## config.mk

```make
export PLATFORM = sky130hd
export DESIGN_NAME = prog_mem_loader_flat
export DESIGN_NICKNAME = d
export VERILOG_FILES = /design/src/rtl/prog_mem_loader_pkg.sv /design/src/rtl/prog_mem_loader_if.sv /design/src/rtl/prog_mem_loader_ram.sv /design/src/rtl/prog_mem_loader.sv /design/src/flat_wrapper.sv
export SDC_FILE = /design/constraint.sdc
export NUM_CORES = 2
export LEC_CHECK = 0
export BUFFER_PORTS_ARGS = -buffer_cell sky130_fd_sc_hd__buf_2
export CAP_MARGIN = 20
export CORE_ASPECT_RATIO = 1.75
export CORE_MARGIN = 1
export CORE_UTILIZATION = 25
export DETAILED_ROUTE_END_ITERATION = 10
export GPL_ROUTABILITY_DRIVEN = 0
export PLACE_DENSITY = 0.37
export REMOVE_ABC_BUFFERS = 1
export SYNTH_ARGS = -nofsm -noshare
export SYNTH_HDL_FRONTEND = slang
export SYNTH_HIERARCHICAL = 1
export SYNTH_SLANG_ARGS = --single-unit
```

## constraint.sdc

```tcl
create_clock -name clk_i -period 4.2 [get_ports clk_i]
set_input_delay 0.63 -clock clk_i [delete_from_list [all_inputs] [get_ports clk_i]]
set_output_delay 0.63 -clock clk_i [all_outputs]
set_load 0.1 [all_outputs]
```

## src/rtl/prog_mem_loader_pkg.sv

```systemverilog
// ---------------------------------------------------------------------------
// prog_mem_loader_pkg
// Shared definitions for the program memory loader: the loader state
// encoding, the default address width and idle instruction byte, and the
// width of the optional running checksum.
// Optional feature macro: LOADER_CHECKSUM_EN (adds the CSUM state).
// ---------------------------------------------------------------------------
package prog_mem_loader_pkg;

    // Default program address width; memory depth is 2**ADDR_W bytes.
    localparam int unsigned ADDR_W_DEFAULT = 8;

    // Instruction byte width and the byte fed to the core outside RUN.
    localparam int unsigned INSTR_W            = 8;
    localparam logic [7:0]  IDLE_INSTR_DEFAULT = 8'h00;

    // Width of the running sum kept over the program bytes.
    localparam int unsigned CSUM_W = 8;

    // Loader states. CSUM is only part of the encoding when the checksum
    // stage is built in.
    typedef enum logic [1:0] {
        IDLE = 2'd0,
        LOAD = 2'd1,
`ifdef LOADER_CHECKSUM_EN
        CSUM = 2'd2,
`endif
        RUN  = 2'd3
    } loader_state_e;

endpackage

```

## src/rtl/prog_mem_loader_if.sv

```systemverilog
// ---------------------------------------------------------------------------
// prog_mem_loader_if
// Bundles the processor-facing and load-facing signals of the loader.
//   pc          : program counter from the core
//   instruction : instruction byte returned for pc
//   loadStart   : one-cycle pulse starting a load
//   loadLen     : byte count for the load (0 means a full 2**ADDR_W bytes)
//   loadData    : program byte
//   loadValid   : loadData is valid
//   loadReady   : loader accepts loadData this cycle
//   cpuHold     : holds the core in reset while high
//   done        : high while the program is running
//   error       : sticky load-failure flag
// master = core/host side, slave = loader side.
// Optional feature macro: LOADER_CHECKSUM_EN (no effect on this file).
// ---------------------------------------------------------------------------
interface prog_mem_loader_if
    import prog_mem_loader_pkg::*;
#(
    parameter int unsigned ADDR_W = ADDR_W_DEFAULT
) ();

    logic [ADDR_W-1:0]  pc;
    logic [INSTR_W-1:0] instruction;
    logic               loadStart;
    logic [ADDR_W-1:0]  loadLen;
    logic [7:0]         loadData;
    logic               loadValid;
    logic               loadReady;
    logic               cpuHold;
    logic               done;
    logic               error;

    modport master (
        output pc, loadStart, loadLen, loadData, loadValid,
        input  instruction, loadReady, cpuHold, done, error
    );

    modport slave (
        input  pc, loadStart, loadLen, loadData, loadValid,
        output instruction, loadReady, cpuHold, done, error
    );

endinterface

```

## src/rtl/prog_mem_loader_ram.sv

```systemverilog
// ---------------------------------------------------------------------------
// prog_ram
// 2**ADDR_W x 8 program storage: synchronous write, asynchronous read.
// Contents are never cleared, so unwritten locations keep their data across
// loads and resets.
//   clk_i   : clock
//   we_i    : write enable
//   waddr_i : write address
//   wdata_i : write data
//   raddr_i : read address
//   rdata_o : read data (combinational)
// Optional feature macro: LOADER_CHECKSUM_EN (no effect on this file).
// ---------------------------------------------------------------------------
module prog_ram
    import prog_mem_loader_pkg::*;
#(
    parameter int unsigned ADDR_W = ADDR_W_DEFAULT
) (
    input  logic                clk_i,
    input  logic                we_i,
    input  logic [ADDR_W-1:0]   waddr_i,
    input  logic [INSTR_W-1:0]  wdata_i,
    input  logic [ADDR_W-1:0]   raddr_i,
    output logic [INSTR_W-1:0]  rdata_o
);

    logic [INSTR_W-1:0] mem_q [2**ADDR_W];

    // Write port: one byte per enabled cycle, no reset on the array.
    always_ff @(posedge clk_i) begin
        if (we_i) begin
            mem_q[waddr_i] <= wdata_i;
        end
    end

    // Read port: zero-latency lookup for the core's fetch.
    assign rdata_o = mem_q[raddr_i];

endmodule

```

## src/rtl/prog_mem_loader.sv

```systemverilog
// ---------------------------------------------------------------------------
// prog_mem_loader
// Loads a program into on-chip memory over a valid/ready byte stream while
// holding the core in reset, then releases the core and serves instruction
// fetches combinationally.
//   clk_i : system clock, all state on rising edge
//   rst_i : synchronous active-high reset
//   bus   : prog_mem_loader_if.slave (pc/instruction, load stream, status)
// Optional feature macro: LOADER_CHECKSUM_EN -- after the program bytes, one
// extra checksum byte is accepted; the load only runs if the 8-bit sum of all
// bytes including it is zero, otherwise error is set and the loader idles.
// ---------------------------------------------------------------------------
module prog_mem_loader
    import prog_mem_loader_pkg::*;
#(
    parameter int unsigned ADDR_W     = ADDR_W_DEFAULT,
    parameter logic [7:0]  IDLE_INSTR = IDLE_INSTR_DEFAULT
) (
    input logic              clk_i,
    input logic              rst_i,
    prog_mem_loader_if.slave bus
);

    // A zero length field stands for a full memory image.
    localparam logic [ADDR_W:0]   FULL_LEN = {1'b1, {ADDR_W{1'b0}}};
    localparam logic [ADDR_W:0]   CNT_ONE  = 1;
    localparam logic [ADDR_W-1:0] ADDR_ONE = 1;

    loader_state_e      state_q, state_d;
    logic [ADDR_W-1:0]  wrAddr_q, wrAddr_d;
    logic [ADDR_W:0]    count_q, count_d;
    logic [ADDR_W:0]    recv_q, recv_d;
    logic               loadReadyInt;
    logic               xfer;
    logic               memWe;
    logic [INSTR_W-1:0] ramData;
`ifdef LOADER_CHECKSUM_EN
    logic [CSUM_W-1:0]  sum_q, sum_d;
    logic [CSUM_W-1:0]  sumCheck;
    logic               error_q, error_d;
`endif

    // The stream is open while bytes or the checksum are expected.
`ifdef LOADER_CHECKSUM_EN
    assign loadReadyInt = (state_q == LOAD) || (state_q == CSUM);
    assign sumCheck     = sum_q + bus.loadData;
`else
    assign loadReadyInt = (state_q == LOAD);
`endif

    assign xfer = bus.loadValid && loadReadyInt;

    // Only program bytes reach memory; the checksum byte is consumed by the
    // check, and reset suppresses a write landing in the same cycle.
    assign memWe = xfer && (state_q == LOAD) && !rst_i;

    prog_ram #(
        .ADDR_W (ADDR_W)
    ) uRam (
        .clk_i   (clk_i),
        .we_i    (memWe),
        .waddr_i (wrAddr_q),
        .wdata_i (bus.loadData),
        .raddr_i (bus.pc),
        .rdata_o (ramData)
    );

    // State register: reset returns to IDLE and clears the load bookkeeping
    // but leaves memory untouched.
    always_ff @(posedge clk_i) begin
        if (rst_i) begin
            state_q  <= IDLE;
            wrAddr_q <= '0;
            count_q  <= '0;
            recv_q   <= '0;
`ifdef LOADER_CHECKSUM_EN
            sum_q    <= '0;
            error_q  <= 1'b0;
`endif
        end else begin
            state_q  <= state_d;
            wrAddr_q <= wrAddr_d;
            count_q  <= count_d;
            recv_q   <= recv_d;
`ifdef LOADER_CHECKSUM_EN
            sum_q    <= sum_d;
            error_q  <= error_d;
`endif
        end
    end

    // Next-state logic: a start pulse is honoured from IDLE or RUN, bytes are
    // counted in LOAD until the captured length is reached, and the optional
    // checksum stage decides between RUN and a failed return to IDLE.
    always_comb begin
        state_d  = state_q;
        wrAddr_d = wrAddr_q;
        count_d  = count_q;
        recv_d   = recv_q;
`ifdef LOADER_CHECKSUM_EN
        sum_d    = sum_q;
        error_d  = error_q;
`endif
        case (state_q)
            IDLE, RUN: begin
                if (bus.loadStart) begin
                    state_d  = LOAD;
                    count_d  = (bus.loadLen == '0) ? FULL_LEN : {1'b0, bus.loadLen};
                    wrAddr_d = '0;
                    recv_d   = '0;
`ifdef LOADER_CHECKSUM_EN
                    sum_d    = '0;
                    error_d  = 1'b0;
`endif
                end
            end
            LOAD: begin
                if (xfer) begin
                    wrAddr_d = wrAddr_q + ADDR_ONE;
                    recv_d   = recv_q + CNT_ONE;
`ifdef LOADER_CHECKSUM_EN
                    sum_d    = sumCheck;
                    if (recv_d == count_q) begin
                        state_d = CSUM;
                    end
`else
                    if (recv_d == count_q) begin
                        state_d = RUN;
                    end
`endif
                end
            end
`ifdef LOADER_CHECKSUM_EN
            CSUM: begin
                if (xfer) begin
                    if (sumCheck == '0) begin
                        state_d = RUN;
                    end else begin
                        state_d = IDLE;
                        error_d = 1'b1;
                    end
                end
            end
`endif
            default: begin
                state_d = IDLE;
            end
        endcase
    end

    // Status and fetch outputs are pure decodes of the current state.
    assign bus.loadReady   = loadReadyInt;
    assign bus.cpuHold     = (state_q != RUN);
    assign bus.done        = (state_q == RUN);
    assign bus.instruction = (state_q == RUN) ? ramData : IDLE_INSTR;
`ifdef LOADER_CHECKSUM_EN
    assign bus.error       = error_q;
`else
    assign bus.error       = 1'b0;
`endif

endmodule

```

## src/flat_wrapper.sv

```systemverilog
// flat-port wrapper written by rule: the top's interface ports become plain ports
module prog_mem_loader_flat import prog_mem_loader_pkg::*;
#(
    parameter int unsigned ADDR_W     = ADDR_W_DEFAULT,
    parameter logic [7:0]  IDLE_INSTR = IDLE_INSTR_DEFAULT
)
  (clk_i, rst_i, bus_pc, bus_loadStart, bus_loadLen, bus_loadData, bus_loadValid, bus_instruction, bus_loadReady, bus_cpuHold, bus_done, bus_error);
  prog_mem_loader_if #(.ADDR_W(ADDR_W)) bus_i ();
  input logic clk_i;
  input logic rst_i;
  input wire logic [$bits(bus_i.pc)-1:0] bus_pc;
  input wire logic [$bits(bus_i.loadStart)-1:0] bus_loadStart;
  input wire logic [$bits(bus_i.loadLen)-1:0] bus_loadLen;
  input wire logic [$bits(bus_i.loadData)-1:0] bus_loadData;
  input wire logic [$bits(bus_i.loadValid)-1:0] bus_loadValid;
  output wire logic [$bits(bus_i.instruction)-1:0] bus_instruction;
  output wire logic [$bits(bus_i.loadReady)-1:0] bus_loadReady;
  output wire logic [$bits(bus_i.cpuHold)-1:0] bus_cpuHold;
  output wire logic [$bits(bus_i.done)-1:0] bus_done;
  output wire logic [$bits(bus_i.error)-1:0] bus_error;
  assign bus_i.pc = bus_pc;
  assign bus_i.loadStart = bus_loadStart;
  assign bus_i.loadLen = bus_loadLen;
  assign bus_i.loadData = bus_loadData;
  assign bus_i.loadValid = bus_loadValid;
  assign bus_instruction = bus_i.instruction;
  assign bus_loadReady = bus_i.loadReady;
  assign bus_cpuHold = bus_i.cpuHold;
  assign bus_done = bus_i.done;
  assign bus_error = bus_i.error;
  prog_mem_loader #(.ADDR_W(ADDR_W), .IDLE_INSTR(IDLE_INSTR)) u_core (.clk_i(clk_i), .rst_i(rst_i), .bus(bus_i));
endmodule
```

# Yosys cells after proc, flatten, opt, wreduce, memory -nomap -nowiden
# Memory sizes are Yosys's and may differ from the RTL's.
# Cells that the tools add are included.
# op_classes
addsub	2
mul	0
div	0
shifts	0
n_reduce_logical	11
n_eq_ne	7
bitwise_logic	0
order_cmp	0
muxes	14
# ops
op	n
9-bit two-way mux	3
8-bit two-way mux	3
9-bit case mux with 2 select lines	1
8-bit case mux with 2 select lines	1
9-bit by 1-bit adder with 9-bit output, second input constant	1
9-bit == test	1
8-bit by 1-bit adder with 8-bit output, second input constant	1
8-bit zero test	1
2-bit != test, second input constant	4
2-bit two-way mux	3
3-bit AND reduction	2
2-bit case mux with 2 select lines	1
1-bit logical AND	3
2-bit by 1-bit == test with 1-bit output, second input constant	1
2-bit == test, second input constant	1
2-bit zero test	1
1-bit two-way mux	2
2-bit AND reduction	1
2-bit nonzero test	1
2-bit OR reduction	1
1-bit zero test	1
# totals
mem_count	1
output_inout_bits	12
word_cells	39
reg_bits	28
mem_bits_ro	0
mem_bits_rw	2048
in_bits	28
latchBits	0
# memory_table
name	words	width	read_ports	rd_ports_with_merged_regs	wr	line_no	rtl
u_core.uRam.mem_q	256	8	1	0	1	prog_mem_loader_ram.sv:27	logic [INSTR_W-1:0] mem_q [2**ADDR_W];

# Depth between registers and ports, before layout
# depth
depth_word	6
ltp_mapped	12
depth_no_buf	8

# Cells and area by module
# The synthesis kept the hierarchy.
# modules_own_cells
module	area_per_inst_um2	seq_area_each_um2	instances	cells_per_inst
prog_ram	79396.1	61499.0	1	3725
prog_mem_loader	1585.3	560.5	1	205

# Least setup slack after synthesis
# No wires, ideal clock.
# synth_path
path_kind	in2out
startpoint	input bus_pc[0]
endpoint	output bus_instruction[6]
path_buffers	5
required_ps	3570
arrival_ps	3044
cell_stages	12
setup_slack_ps	526
path_cell_list	buf_6 -> buf_12 -> buf_12 -> buf_12 -> buf_12 -> mux2i_1 -> o221ai_2 -> a21oi_1 -> o32ai_2 -> nor3_1 -> nor4_2 -> and2_1
# synth_via
elab_chain_cells	2
# synth_lines
element	line_no	rtl
from (decl)	flat_wrapper.sv:11	input wire logic [$bits(bus_i.pc)-1:0] bus_pc;
memory read 256 x 8 bit	n/a	
named net u_core.ramData[6]	prog_mem_loader.sv:36	logic [INSTR_W-1:0] ramData;
8-bit two-way mux	prog_mem_loader.sv:155	assign bus.instruction = (state_q == RUN) ? ramData : IDLE_INSTR;
to (decl)	flat_wrapper.sv:16	output wire logic [$bits(bus_i.instruction)-1:0] bus_instruction;
# The timed path passes the listed nets, and every way through them passes these cells.

# Worst setup path in the final report
# layout_path
startpoint	input bus_pc[0]
endpoint	output bus_instruction[7]
# The elaborated chain is that of the path after synthesis.

==> flow_summary.ini <==
[place]
place_hpwl_um = 181000
placedCellCount = 8712
io_buffers = 38

[clock_tree]
clock-root-buffer = clkbuf_16
cts_buffers = 199
cts_sinks = 2076
path_clk_slew_ps = 60
clock_insertion_delay_worst_skew_ps = 910
cts_tree = yes
htree_levels = 4
clockBufferDepth = 4

[route]
num_vias = 41400
first_iter_violations = 2905
drc_errors = 0
dr.pass1.iters = 7
postRouteAntennaNets = 0
wl_per_cell_um = 29.5
totalWireLength_um = 268000
via_per_inst = 4.56

[floorplan]
core_region_area_sq_um = 323000
dieArea_sq_um = 326000
start_util_pct = 25.1
rows = 276
die_w_um = 432
die_h_um = 755
num_io_pins = 40

[grt]
grt_max_degree = 114
grt-ovfl-total = 0
grt_pass1_vias = 44900
grt_usage_pct = 16.3
antenna_found_initial = 9
grt_pass1_wl_um = 371000

[yosys]
ys_seq_area_share_pct = 76.6
synthCells = 3930
yosysTopAreaCellShare_pct = 75.9
synth_edf_count = 2048
async_reset_ff_share_pct = 0
syn-cell-area_sq_um = 81000
syn_avg_cell_area_sq_um = 20.6
yosysWarnings = 6
ys_ff_latch = 2076
yosys-top-cells-area = edfxtp_1 (76%), mux4_2 (13%), mux2i_1 (1.7%)
yosysMostFrequentCell = edfxtp_1
ys.flop_type = edfxtp_1
synth_top_area_cell = edfxtp_1
ys_types = 72
synth_top_cells_by_count = edfxtp_1 (2,048), mux4_2 (454), nor2_1 (312)

[cells_and_area]
nNetsFinal = 4659
areaGrowthSynthToFinish_pct = 22.0
drive_gt1_share_pct = 33.3
nFillCells = 31500
fin_cells = 9091

[critical_path]
critPathKind = in2out
critPathMaxFanout = 8
endpoint_kind = primary output
rr_endpoint = u_core/uRam/mem_q[90][2]
startpoint = bus_pc[0]
cp_slowest_cell = mux4_2
crit_path_end = bus_instruction[7]
r2r_start = u_core/wrAddr_q[3]
cp_data_arrival_time_ps = 3570
cpPeakStageDelay_ps = 550
start_kind = input port
rr_worst_depth = 3
r2r_slack_ps = 900
worstPathRequired_ps = 3570
crit_chain = buf_16 > buf_12 > buf_16 > buf_8 > mux4_2 > o211ai_1 > nand3_1 > nor4_4 > buf_4 > nor4_2 > and2_4 > buf_12

[pwr]
p_sw_share_pct = 22.3
vdd_drop_max_mv = 0.292
power.density_nw_per_um2 = 441
seq_power_share_pct = 52.3
p_leak_nw = 31.1
clockPowerShare_pct = 41.1
p_sw_mw = 9.74
comb_power_share_pct = 6.6
intPower_mw = 33.9

[sta]
max_freq_mhz = 238
slew_viol_final = 0
maxSlewHeadroom_pct = 25.7
layout_min_cycle_time_ps = 4200
tns_ps = -0.211
tightest_slew_ps = 1110
clock_skew_ps = 40.9
hold_violations = 0
setup_viol = 1
fin_ws_ps = -0.211
final.period_utilization_pct = 100

[outcome]
outcome = finished, violations left
violations = negative setup slack

[worst_hold_path]
min_path_type = in2reg

[run]
maxCapViolCount = 0
-- logic make-up (layout without fill, tap and decap cells) --
group / Yosys count / in the layout / share of synthesized area [%]
DFF: 2076 / 2076 / 76.6
muxes: 592 / 592 / 14.4
and+or+nand+nor: 566 / 566 / 3.19
AOI/OAI and AO/OA: 424 / 424 / 3.68
buffers and inverters: 252 / 1102 / 1.89
xor gates and xnor gates: 14 / 14 / 0.151
adders and majority gates: 5 / 5 / 0.0773
other: 1 / 3 / 0.00463
-- stage by stage --
stage / cell area [sq um] / util, % / total power [mW] / hold WS, ps / worst slack [ps]
6_report: 98800 / 30.6 / 43.6 / 177 / -0.211
5_1_grt: 98800 / 30.6 / 44.9 / 157 / -16.8
4_1_cts: 98500 / 30.5 / 44.2 / 112 / -98.5
3_5_place_dp: 91300 / 28.3 / 26.1 / 472 / -957
3_3_place_gp: 91300 / 28.3 / 26.0 / 473 / -949
2_1_floorplan: 79500 / - / 24.2 / 442 / -165
-- power by group through the flow --
stage	registers [mW]	clock network [mW]	logic [mW]
global route	22.8	19.1	3.06
global placement	23.2	0	2.80
detailed placement	23.2	0	2.82
CTS	22.8	18.5	2.94
finish	22.8	17.9	2.89
floorplan	23.2	0	0.946
-- how the worst min path moves through the flow --
stage,startpoint,endpoint,slack [ps],depth (start not counted)
after global placement,u_core/count_q[8],u_core/count_q[8],470,2
after CTS,bus_loadStart,u_core/state_q[1],110,4
after global routing,bus_loadData[3],u_core/uRam/mem_q[37][3],160,1
after floorplan,u_core/count_q[1],u_core/count_q[1],440,2
final,bus_loadData[3],u_core/uRam/mem_q[39][3],180,1
after detailed placement,u_core/count_q[8],u_core/count_q[8],470,2
-- critical path, delay by kind of cell --
family / cells / cell delay (ps)
buffers and inverters: 6 / 1030
AND/OR/NAND/NOR: 4 / 860
multiplexers: 1 / 550
AO/OA/AOI/OAI: 1 / 410
-- layout by cell type, fill, tap and decap left out, types with 10 or more instances in the layout --
cell type | synthesis | routed
o221ai_1 | 47 | 45
nor3_1 | 27 | 17
mux2i_1 | 134 | 134
xor2_1 | 10 | 10
a21oi_1 | 114 | 105
bufinv_16 | 0 | 16
clkbuf_16 | 0 | 210
a211oi_1 | 18 | 12
nor4_1 | 28 | 10
o211ai_1 | 11 | 11
nor2_1 | 312 | 304
buf_8 | 13 | 12
dfxtp_1 | 28 | 28
clkbuf_1 | 119 | 33
clkinv_1 | 1 | 49
o22ai_1 | 29 | 29
buf_4 | 28 | 598
nor4_2 | 3 | 12
edfxtp_1 | 2048 | 2048
buf_2 | 33 | 18
mux4_2 | 454 | 455
a22oi_1 | 135 | 117
nand4_1 | 14 | 14
a221oi_1 | 13 | 10
buf_16 | 0 | 12
buf_6 | 21 | 13
nand3_1 | 43 | 34
nor2b_1 | 33 | 29
buf_12 | 8 | 72
o21ai_0 | 15 | 12
a22oi_2 | 0 | 18
clkinv_2 | 0 | 36
nand2_1 | 58 | 56
-- flip-flops by register name, indices dropped and copies added (netlist names) --
name,count
u_core/wrAddr_q,8
u_core/uRam/mem_q,2048
u_core/recv_q,9
u_core/state_q,2
u_core/count_q,9
-- routing by layer --
| layer | part of all wire (%) | global-route usage (%) |
|---|---|---|
| met1 | 36 | 17.4 |
| met3 | 2.3 | 1.40 |
| met2 | 58 | 32.3 |
| met5 | 0.0026 | 0 |
| met4 | 4.2 | 6.41 |
-- area by class of cell --
class / instances / area, sq um / area share, %
flip-flops and latches: 2076 / 62100 / 62.8
inverters: 7 / 26.3 / 0.0266
clock inverters: 110 / 925 / 0.936
multi-input cells: 1602 / 18100 / 18.3
repair buffers: 740 / 6960 / 7.05
well taps: 4309 / 5390 / 5.46
clock buffers: 245 / 5350 / 5.41
diodes: 2 / 5.00 / 0.00507
-- timing repair --
action,4_1_cts,5_1_grt
hold buffers,8,0
endpoints found under the hold margin,8,0
setup buffers,5,2
endpoints found under the setup margin,8,8
gates resized for setup,129,45
pin swaps,27,11
cloned,6,3
Power figures use the tool's default switching activity.
